### src/rtl/col_fdct.sv
// col_fdct: 8-point 1-D forward DCT column stage.
// Loads eight signed samples one per handshake. It then computes one
// coefficient per cycle for eight cycles and presents all eight coefficients
// in parallel until downstream accepts them.
// Optional build macro: FDCT_SAT_EN. When defined, each coefficient saturates
// to the OUT_W signed range. Otherwise the coefficient wraps to its low
// OUT_W bits.
module col_fdct #(
    parameter int IN_W  = 16,
    parameter int OUT_W = 16,
    parameter int ACC_W = 32
) (
    input  logic                    clk,
    input  logic                    rst_n,
    input  logic                    in_valid,
    output logic                    in_ready,
    input  logic signed [IN_W-1:0]  in_data,
    output logic                    out_valid,
    input  logic                    out_ready,
    output logic [8*OUT_W-1:0]      out_coef
);

    localparam logic [1:0] ST_LOAD    = 2'd0;
    localparam logic [1:0] ST_COMPUTE = 2'd1;
    localparam logic [1:0] ST_DONE    = 2'd2;

    logic [1:0]               r_state;
    logic [2:0]               r_cnt;
    logic [2:0]               r_k;
    logic signed [IN_W-1:0]   r_x [8];
    logic                     r_outValid;
    logic [8*OUT_W-1:0]       r_coef;

    logic signed [ACC_W-1:0]  w_acc;
    logic signed [ACC_W-1:0]  w_round;
    logic signed [ACC_W-1:0]  w_shift;
    logic signed [OUT_W-1:0]  w_y;

    // Cosine ROM.
    // C[k][n] = round(2048 * c_k * cos(m*pi/16)), where m = (2n+1)*k.
    // The phase m is folded into the first quadrant, and the sign is applied
    // afterwards. This keeps the table at nine magnitudes.
    function automatic logic signed [12:0] fdctCoef(input logic [2:0] k, input logic [2:0] n);
        logic [6:0]        prod;
        logic [4:0]        m;
        logic [3:0]        a;
        logic              neg;
        logic signed [12:0] mag;
        prod = {3'b000, n, 1'b1} * {4'b0000, k};
        m    = prod[4:0];
        if (m > 5'd16) begin
            m = 5'd0 - m;
        end
        neg = (m > 5'd8);
        a   = neg ? 4'(5'd16 - m) : m[3:0];
        case (a)
            4'd0:    mag = 13'sd2048;
            4'd1:    mag = 13'sd2009;
            4'd2:    mag = 13'sd1892;
            4'd3:    mag = 13'sd1703;
            4'd4:    mag = 13'sd1448;
            4'd5:    mag = 13'sd1138;
            4'd6:    mag = 13'sd784;
            4'd7:    mag = 13'sd400;
            default: mag = 13'sd0;
        endcase
        if (k == 3'd0) begin
            mag = 13'sd1448;
        end
        return neg ? -mag : mag;
    endfunction

    // Coefficient k datapath.
    // Eight parallel products are summed at full accumulator width.
    // The sum is rounded, then arithmetically shifted down by 12.
    always_comb begin
        w_acc = '0;
        for (int n = 0; n < 8; n++) begin
            w_acc = w_acc + ACC_W'(r_x[n]) * ACC_W'(fdctCoef(r_k, 3'(n)));
        end
        w_round = w_acc + ACC_W'(2048);
        w_shift = w_round >>> 12;
    end

`ifdef FDCT_SAT_EN
    localparam longint MAX_Y = (longint'(1) <<< (OUT_W-1)) - 1;
    localparam longint MIN_Y = -(longint'(1) <<< (OUT_W-1));

    // Clamp the shifted value into the signed output range.
    always_comb begin
        if (longint'(w_shift) > MAX_Y) begin
            w_y = OUT_W'(MAX_Y);
        end else if (longint'(w_shift) < MIN_Y) begin
            w_y = OUT_W'(MIN_Y);
        end else begin
            w_y = OUT_W'(w_shift);
        end
    end
`else
    // Keep only the low OUT_W bits of the shifted value (two's-complement wrap).
    always_comb begin
        w_y = OUT_W'(w_shift);
    end
`endif

    // Control FSM.
    // LOAD gathers eight samples, COMPUTE walks k from 0 to 7, and DONE holds
    // the result until the output handshake.
    always_ff @(posedge clk or negedge rst_n) begin
        if (!rst_n) begin
            r_state    <= ST_LOAD;
            r_cnt      <= 3'd0;
            r_k        <= 3'd0;
            r_outValid <= 1'b0;
        end else begin
            case (r_state)
                ST_LOAD: begin
                    if (in_valid) begin
                        r_cnt <= r_cnt + 3'd1;
                        if (r_cnt == 3'd7) begin
                            r_state <= ST_COMPUTE;
                            r_k     <= 3'd0;
                        end
                    end
                end
                ST_COMPUTE: begin
                    r_k <= r_k + 3'd1;
                    if (r_k == 3'd7) begin
                        r_state    <= ST_DONE;
                        r_outValid <= 1'b1;
                    end
                end
                ST_DONE: begin
                    if (out_ready) begin
                        r_state    <= ST_LOAD;
                        r_cnt      <= 3'd0;
                        r_outValid <= 1'b0;
                    end
                end
                default: begin
                    r_state    <= ST_LOAD;
                    r_cnt      <= 3'd0;
                    r_k        <= 3'd0;
                    r_outValid <= 1'b0;
                end
            endcase
        end
    end

    // Sample capture into the eight-entry column buffer while loading.
    always_ff @(posedge clk or negedge rst_n) begin
        if (!rst_n) begin
            for (int i = 0; i < 8; i++) begin
                r_x[i] <= '0;
            end
        end else if (r_state == ST_LOAD && in_valid) begin
            r_x[r_cnt] <= in_data;
        end
    end

    // Write coefficient k into its output slot, once per COMPUTE cycle.
    always_ff @(posedge clk or negedge rst_n) begin
        if (!rst_n) begin
            r_coef <= '0;
        end else if (r_state == ST_COMPUTE) begin
            r_coef[r_k*OUT_W +: OUT_W] <= w_y;
        end
    end

    assign in_ready  = (r_state == ST_LOAD);
    assign out_valid = r_outValid;
    assign out_coef  = r_coef;

endmodule

### config.mk
export PLATFORM = sky130hd
export DESIGN_NAME = col_fdct
export DESIGN_NICKNAME = d
export VERILOG_FILES = /design/src/rtl/col_fdct.sv
export SDC_FILE = /design/constraint.sdc
export NUM_CORES = 2
export LEC_CHECK = 0
export ABC_AREA = 1
export CAP_MARGIN = 20
export CORE_AREA = 2 2 497 499
export CTS_CLUSTER_DIAMETER = 60
export DETAILED_ROUTE_END_ITERATION = 8
export DIE_AREA = 0 0 499 501
export GPL_TIMING_DRIVEN = 0
export PLACE_DENSITY = 0.56
export REMOVE_ABC_BUFFERS = 1
export SYNTH_ARGS = -nofsm -noshare
export SYNTH_HDL_FRONTEND = slang
export SYNTH_SLANG_ARGS = --single-unit
export TNS_END_PERCENT = 50
### constraint.sdc
create_clock -name clk -period 16.2 [get_ports clk]
set_input_delay 3.24 -clock clk [delete_from_list [all_inputs] [get_ports clk]]
set_output_delay 3.24 -clock clk [all_outputs]
set_load 0.005 [all_outputs]
Word-level counts from Yosys, hierarchy flattened --
Memories as Yosys holds them, arrays and structs flattened. Cells that the tools add are included.
Operators by class: multiplexer cells 58, bitwise gates (word level) 4, $add $sub $neg 35, reductions and logical operators 8, order comparisons 18, equal/unequal tests 8, shifts and indexed selects 2, $mul 15
Operators by type and width (count):
- 13-bit two-way mux | 24
- 128-bit bitwise mux | 2
- 16-bit by 13-bit multiplier with 28-bit output | 8
- 28-bit adder | 7
- 16-bit by 34-bit variable shift with 128-bit output, first input constant | 1
- 16-bit by 34-bit indexed part select with 128-bit output | 1
- 13-bit negator | 8
- 16-bit demux with 3-bit select | 1
- 5-bit by 4-bit greater-than comparator with 1-bit output, second input constant | 8
- 5-bit two-way mux | 8
- 5-bit greater-than comparator, second input constant | 7
- 1-bit by 5-bit subtractor with 5-bit output, first input constant | 7
- 7-bit negator with 34-bit output | 1
- 4-bit two-way mux | 8
- 1-bit by 4-bit subtractor with 4-bit output, first input constant | 8
- 28-bit by 13-bit adder with 28-bit output, second input constant | 1
- 4-bit by 3-bit multiplier with 5-bit output, first input constant | 4
- 3-bit case mux with 3 select lines | 2
- 16-bit two-way mux | 1
- 3-bit two-way mux | 4
- 3-bit by 3-bit multiplier with 5-bit output, first input constant | 2
- 3-bit AND reduction | 3
- 2-bit two-way mux | 4
- 3-bit by 1-bit adder with 3-bit output, second input constant | 2
- 19 further kinds | 26
Word-level totals: input bits 20, flip-flop bits (word level) 265, logic and storage cells 169, bits in read-only memories 768, memories kept 8
Memories:
- (name not given) | depth 8, bits a word 12, read ports 1, clocked after memory_dff 0, write ports 0, line 56 | case (a)
- (name not given) | depth 8, bits a word 12, read ports 1, clocked after memory_dff 0, write ports 0, line 56
- (name not given) | depth 8, bits a word 12, read ports 1, clocked after memory_dff 0, write ports 0, line 56
- (name not given) | depth 8, bits a word 12, read ports 1, clocked after memory_dff 0, write ports 0, line 56
- (name not given) | depth 8, bits a word 12, read ports 1, clocked after memory_dff 0, write ports 0, line 56
- (name not given) | depth 8, bits a word 12, read ports 1, clocked after memory_dff 0, write ports 0, line 56
- +2 memories

Logic depth before layout (Yosys ltp) --
An unclocked memory read counts as a cell.
depth after elaboration 21, gate-level depth with buffers 68, mapped depth without buffers 67

Worst setup path after synthesis --
Ideal clock, no wire load.
kind reg-to-reg, start point reg r_k[0], end point reg r_coef[104], in the netlist out_coef[104], setup slack 4.398 ns, arrival 11.725 ns, stages on the path, launching flop included 59, clock period less this slack 11.802 ns, cell sequence dfrtp_1 > buf_6 > inv_1 > ha_1 > fa_1 > xor2_2 > nand2_1 > nand2_1 > nand2_1 > nand2_1 > nand2_2 > nand2_4 > nand2_1 > a21oi_1 > o211ai_1 > ha_1 > inv_1 > nor3_4 > (+23 left out) > inv_1 > a21oi_1 > inv_1 > a21oi_1 > inv_1 > a21oi_1 > inv_1 > nand2_1 > nand2_1 > inv_1 > o21bai_1 > nand2_1 > nand2_1 > nand3_1 > nand2_1 > xor2_1 > nand3_1 > a21oi_1
Between the ends: word-level cells in the longest chain between the ends 21, elaborated cells between the ends (all ways) 116, classes of those cells add/sub: 33; mul: 15; order compare: 16; shift: 2; mux: 41; reduce/logical: 1; memory: 8
RTL lines:
- from (decl) | line 29 | logic [2:0] r_k;
- from (signal assigned) | line 127 | r_k <= r_k + 3'd1;
- 2-bit by 3-bit multiplier with 5-bit output | line 49 | prod = {3'b000, n, 1'b1} * {4'b0000, k};
- 1-bit by 5-bit subtractor with 5-bit output or 5-bit greater-than comparator (tied branches) | line 52, 51
- 5-bit two-way mux | line 51 | if (m > 5'd16) begin
- 1-bit by 4-bit subtractor with 4-bit output or 5-bit by 4-bit greater-than comparator with 1-bit output (tied branches) | line 55, 54
- 4-bit two-way mux | line 55 | a = neg ? 4'(5'd16 - m) : m[3:0];
- memory 8 x 12 bit
- 13-bit two-way mux | line 56
- 13-bit two-way mux | line 67 | if (k == 3'd0) begin
- 13-bit negator | line 70 | return neg ? -mag : mag;
- 13-bit two-way mux | line 70
- 16-bit by 13-bit multiplier with 28-bit output | line 79 | w_acc = w_acc + ACC_W'(r_x[n]) * ACC_W'(fdctCoef(r_k, 3'(n)));
- 28-bit adder (7 in a row) | line 79
- 28-bit by 13-bit adder with 28-bit output | line 81 | w_round = w_acc + ACC_W'(2048);
- 16-bit by 34-bit indexed part select with 128-bit output | line 166 | r_coef[r_k*OUT_W +: OUT_W] <= w_y;
- 128-bit bitwise mux (*) | line 166
- to (signal, indexed assignment) | line 166
- to (decl) | line 32 | logic [8*OUT_W-1:0] r_coef;
Every way passes the cells marked *; elsewhere a longest branch is shown, timed or not. A chain may end at the register's enable or synchronous reset.

Worst setup path after layout --
start point reg r_k[0], end point reg r_coef[47], in the netlist out_coef[47]
Same word-level chain as after synthesis.

==> results.py <==
metrics = {
    "floorplanning": {
        "die_y_um": 501,
        "num_rows": 182,
        "core_area_um2": 245000,
        "die_area_um2": 250000,
        "die_x_um": 499,
        "pin_count": 150,
        "start_util_pct": 29.9,
    },
    "yosys": {
        "synth_simple_gate_area_share_pct": 15.2,
        "postSynthCellCount": 8389,
        "synth_enable_flop_cells": 0,
        "synthDistinctLibCells": 49,
        "synth_seq_area_share_pct": 9.07,
        "synthesis.area_um2": 73100,
        "yosys.area_share.xor_xnor_pct": 1.51,
        "async_reset_ff_share_pct": 100,
        "synth_mux_area_share_pct": 0,
        "synth_top_family_by_area": "adder cells",
        "avgSynthCellArea_um2": 8.71,
        "ys_ff_latch": 265,
        "synth_flop_cell": "dfrtp_1",
        "synth_fa_ha_area_share_pct": 58.0,
        "synth_compound_area_share_pct": 2.60,
        "ys_warn_count": 0,
    },
    "critical_path": {
        "slowest_stage": "fa_1",
        "crit_path_max_incr_delay_ns": 0.83,
        "worst_setup_path_start_kind": "register",
        "crit_path_max_fanout": 23,
        "cp_data_arrival_time_ns": 16.16,
        "path_class": "register to register",
        "cp-end-kind": "register",
        "cp_common_cell": "fa_1",
        "worstPathRequired_ns": 16.79,
    },
    "placement": {
        "numPortBuffers": 149,
        "hpwl_um": 235000,
        "place.gp.congestion": 0.960,
        "placed_cell_area_um2": 78400,
    },
    "final_layout": {
        "fillCellCount": 25400,
        "multi_input_area_um2": 56700,
        "final_cell_mix": "inv_1 (2314), fa_1 (1865), nand2_1 (1488)",
        "seqCellArea_um2": 6640,
        "fin_area_um2": 80300,
        "layout_commonest_cell": "inv_1",
        "nNetsFinal": 10700,
        "drive_above_1_share_pct": 3.72,
        "syn_to_final_growth_pct": 9.92,
    },
    "global_route": {
        "met1_usage_pct": 29.2,
        "grt_pass1_vias": 59800,
        "busiest_layer": "met2",
        "grt_overflow": 0,
        "grtUsageTotal_pct": 21.9,
        "use_met3_pct": 2.88,
        "antenna_found_initial": 16,
        "grt_max_degree": 96,
        "met2_usage_pct": 35.4,
        "grt_pass1_wl_um": 400000,
    },
    "timing": {
        "tightestPinTransition_ns": 1.25,
        "period_minus_slack_ns": 15.56,
        "rsz0062_at_grt": "no",
        "maxSlewViolCount": 0,
        "setup_viol": 0,
        "hold_viol": 0,
        "slew_headroom_pct": 16.5,
        "period_share_pct": 96.1,
        "fin_skew_ns": 0.0390,
        "fmax_mhz": 64.2,
    },
    "clock_network": {
        "cts_root_buf": "clkbuf_16",
        "cts.sinks": 265,
        "cts_buffers": 49,
        "htreeDepth": 2,
        "cts.path.max_buffers": 3,
        "clk_latency_ns": 0.69,
        "path_clk_slew_ns": 0.07,
        "cts_tree": "yes",
    },
    "drt": {
        "routed_via_density": 4.73,
        "drt-wirelength-per-cell_um": 23.3,
        "dr_total_vias": 55100,
        "drtPass1Iterations": 6,
        "drtIter0Drc": 4615,
        "drc_errors": 0,
        "final_antenna_net_count": 0,
        "drt-total-wl_um": 271000,
    },
    "worst_hold_path": {
        "min_path_type": "register to register",
    },
    "job": {
        "drv_cap": 0,
    },
    "outcome": {
        "status": "finished clean",
    },
}
final cells by class:
type | count | share of cell area [%]
multi-input cells | 5487 | 70.5
clock inverters | 29 | 0.559
clock buffers | 60 | 1.63
flip-flops and latches | 265 | 8.26
inverters | 2367 | 11.1
repair buffers | 207 | 2.90
diodes | 7 | 0.0218
well taps | 3220 | 5.01
worst max-delay path: cells and delay by family, from the launching register on:
kind	cells	cell delay (ns)
and+or+nand+nor	21	4.63
DFF	1	0.80
AOI/OAI and AO/OA	5	0.88
adders and majority gates	14	7.57
buffers and inverters	11	1.54
worst paths after layout:
| kind | startpoint | to | slack, ns | depth (start not counted) |
|---|---|---|---|---|
| setup / recovery | r_k[0] | out_coef[47] | 0.64 | 51 |
| hold / removal | out_coef[2] | out_coef[2] | 0.48 | 2 |
| setup reg to reg | r_k[0] | out_coef[47] | 0.64 | 51 |
| hold reg to reg | out_coef[2] | out_coef[2] | 0.48 | 2 |
| max in group asynchronous | rst_n | r_x[13] | 12.54 | 2 |
| min in group asynchronous | rst_n | out_coef[50] | 2.57 | 1 |
sequential cells by signal, summed over array words and instances, names as in the netlist:
name,cells
out_coef,128
r_cnt,3
out_valid,1
r_state,2
r_k,3
r_x,128
logic make-up after synthesis:
logic type,Yosys count
AOI/OAI and AO/OA,357
xor gates and xnor gates,122
adders and majority gates,2269
buffers and inverters,2637
DFF,265
and+or+nand+nor,2739
metal layers:
metal	vias up	part of all wire, %
li1	23700	-
met1	29000	42
met2	1942	46
met3	453	6.4
met4	8	5.6
met5	-	0.016
what timing repair did:
item,4_1_cts,5_1_grt
resized for setup,1,6
pin swaps,0,1
cloned,0,0
buffers inserted,0,4
hold buffers,0,0
setup endpoints to repair,8,54
metrics by stage:
| stage | instances | worst slack, ns | hold slack [ns] | utilization, % | TNS (ns) |
|---|---|---|---|---|---|
| 6_report | 11600 | 0.636 | 0.481 | 32.8 | 0 |
| 5_1_grt | 11600 | 0.136 | 0.498 | 32.8 | 0 |
| 4_1_cts | 11600 | 0.00961 | 0.483 | 32.8 | 0 |
| 3_5_place_dp | 11500 | -0.332 | 0.468 | 32.0 | -2.04 |
| 3_3_place_gp | 11500 | -3.13 | 0.465 | 31.7 | -603.86 |
| 2_1_floorplan | 8119 | 2.76 | 0.473 | - | 0 |
synth_stat cells (8+ instances only):
cell      number  area (um^2)
nand3_2       22          220
nor2_1       920         3450
buf_1         51          191
nand3_1      168          841
ha_1         404         5050
nand2_4       11          124
o211ai_1      11         82.6
nand4_1       26          163
inv_2         19         71.3
nand2_2       37          231
or2_2         16          100
dfrtp_1      265         6630
buf_2          9         45.0
clkinv_1      31          116
buf_4          8         60.1
nor3_1        23          115
inv_1       2315         8690
xor2_1        51          447
fa_1        1865        37300
o21ai_0      180          901
clkbuf_1     193          724
nor2_2         8         50.1
o21ai_1        9         45.0
a21oi_1      128          641
xnor2_1       67          587
nand2_1     1490         5590
Power is left out: the tool's default activity adds up to more than one toggle a clock period on the data nets, which glitch-free logic cannot reach.
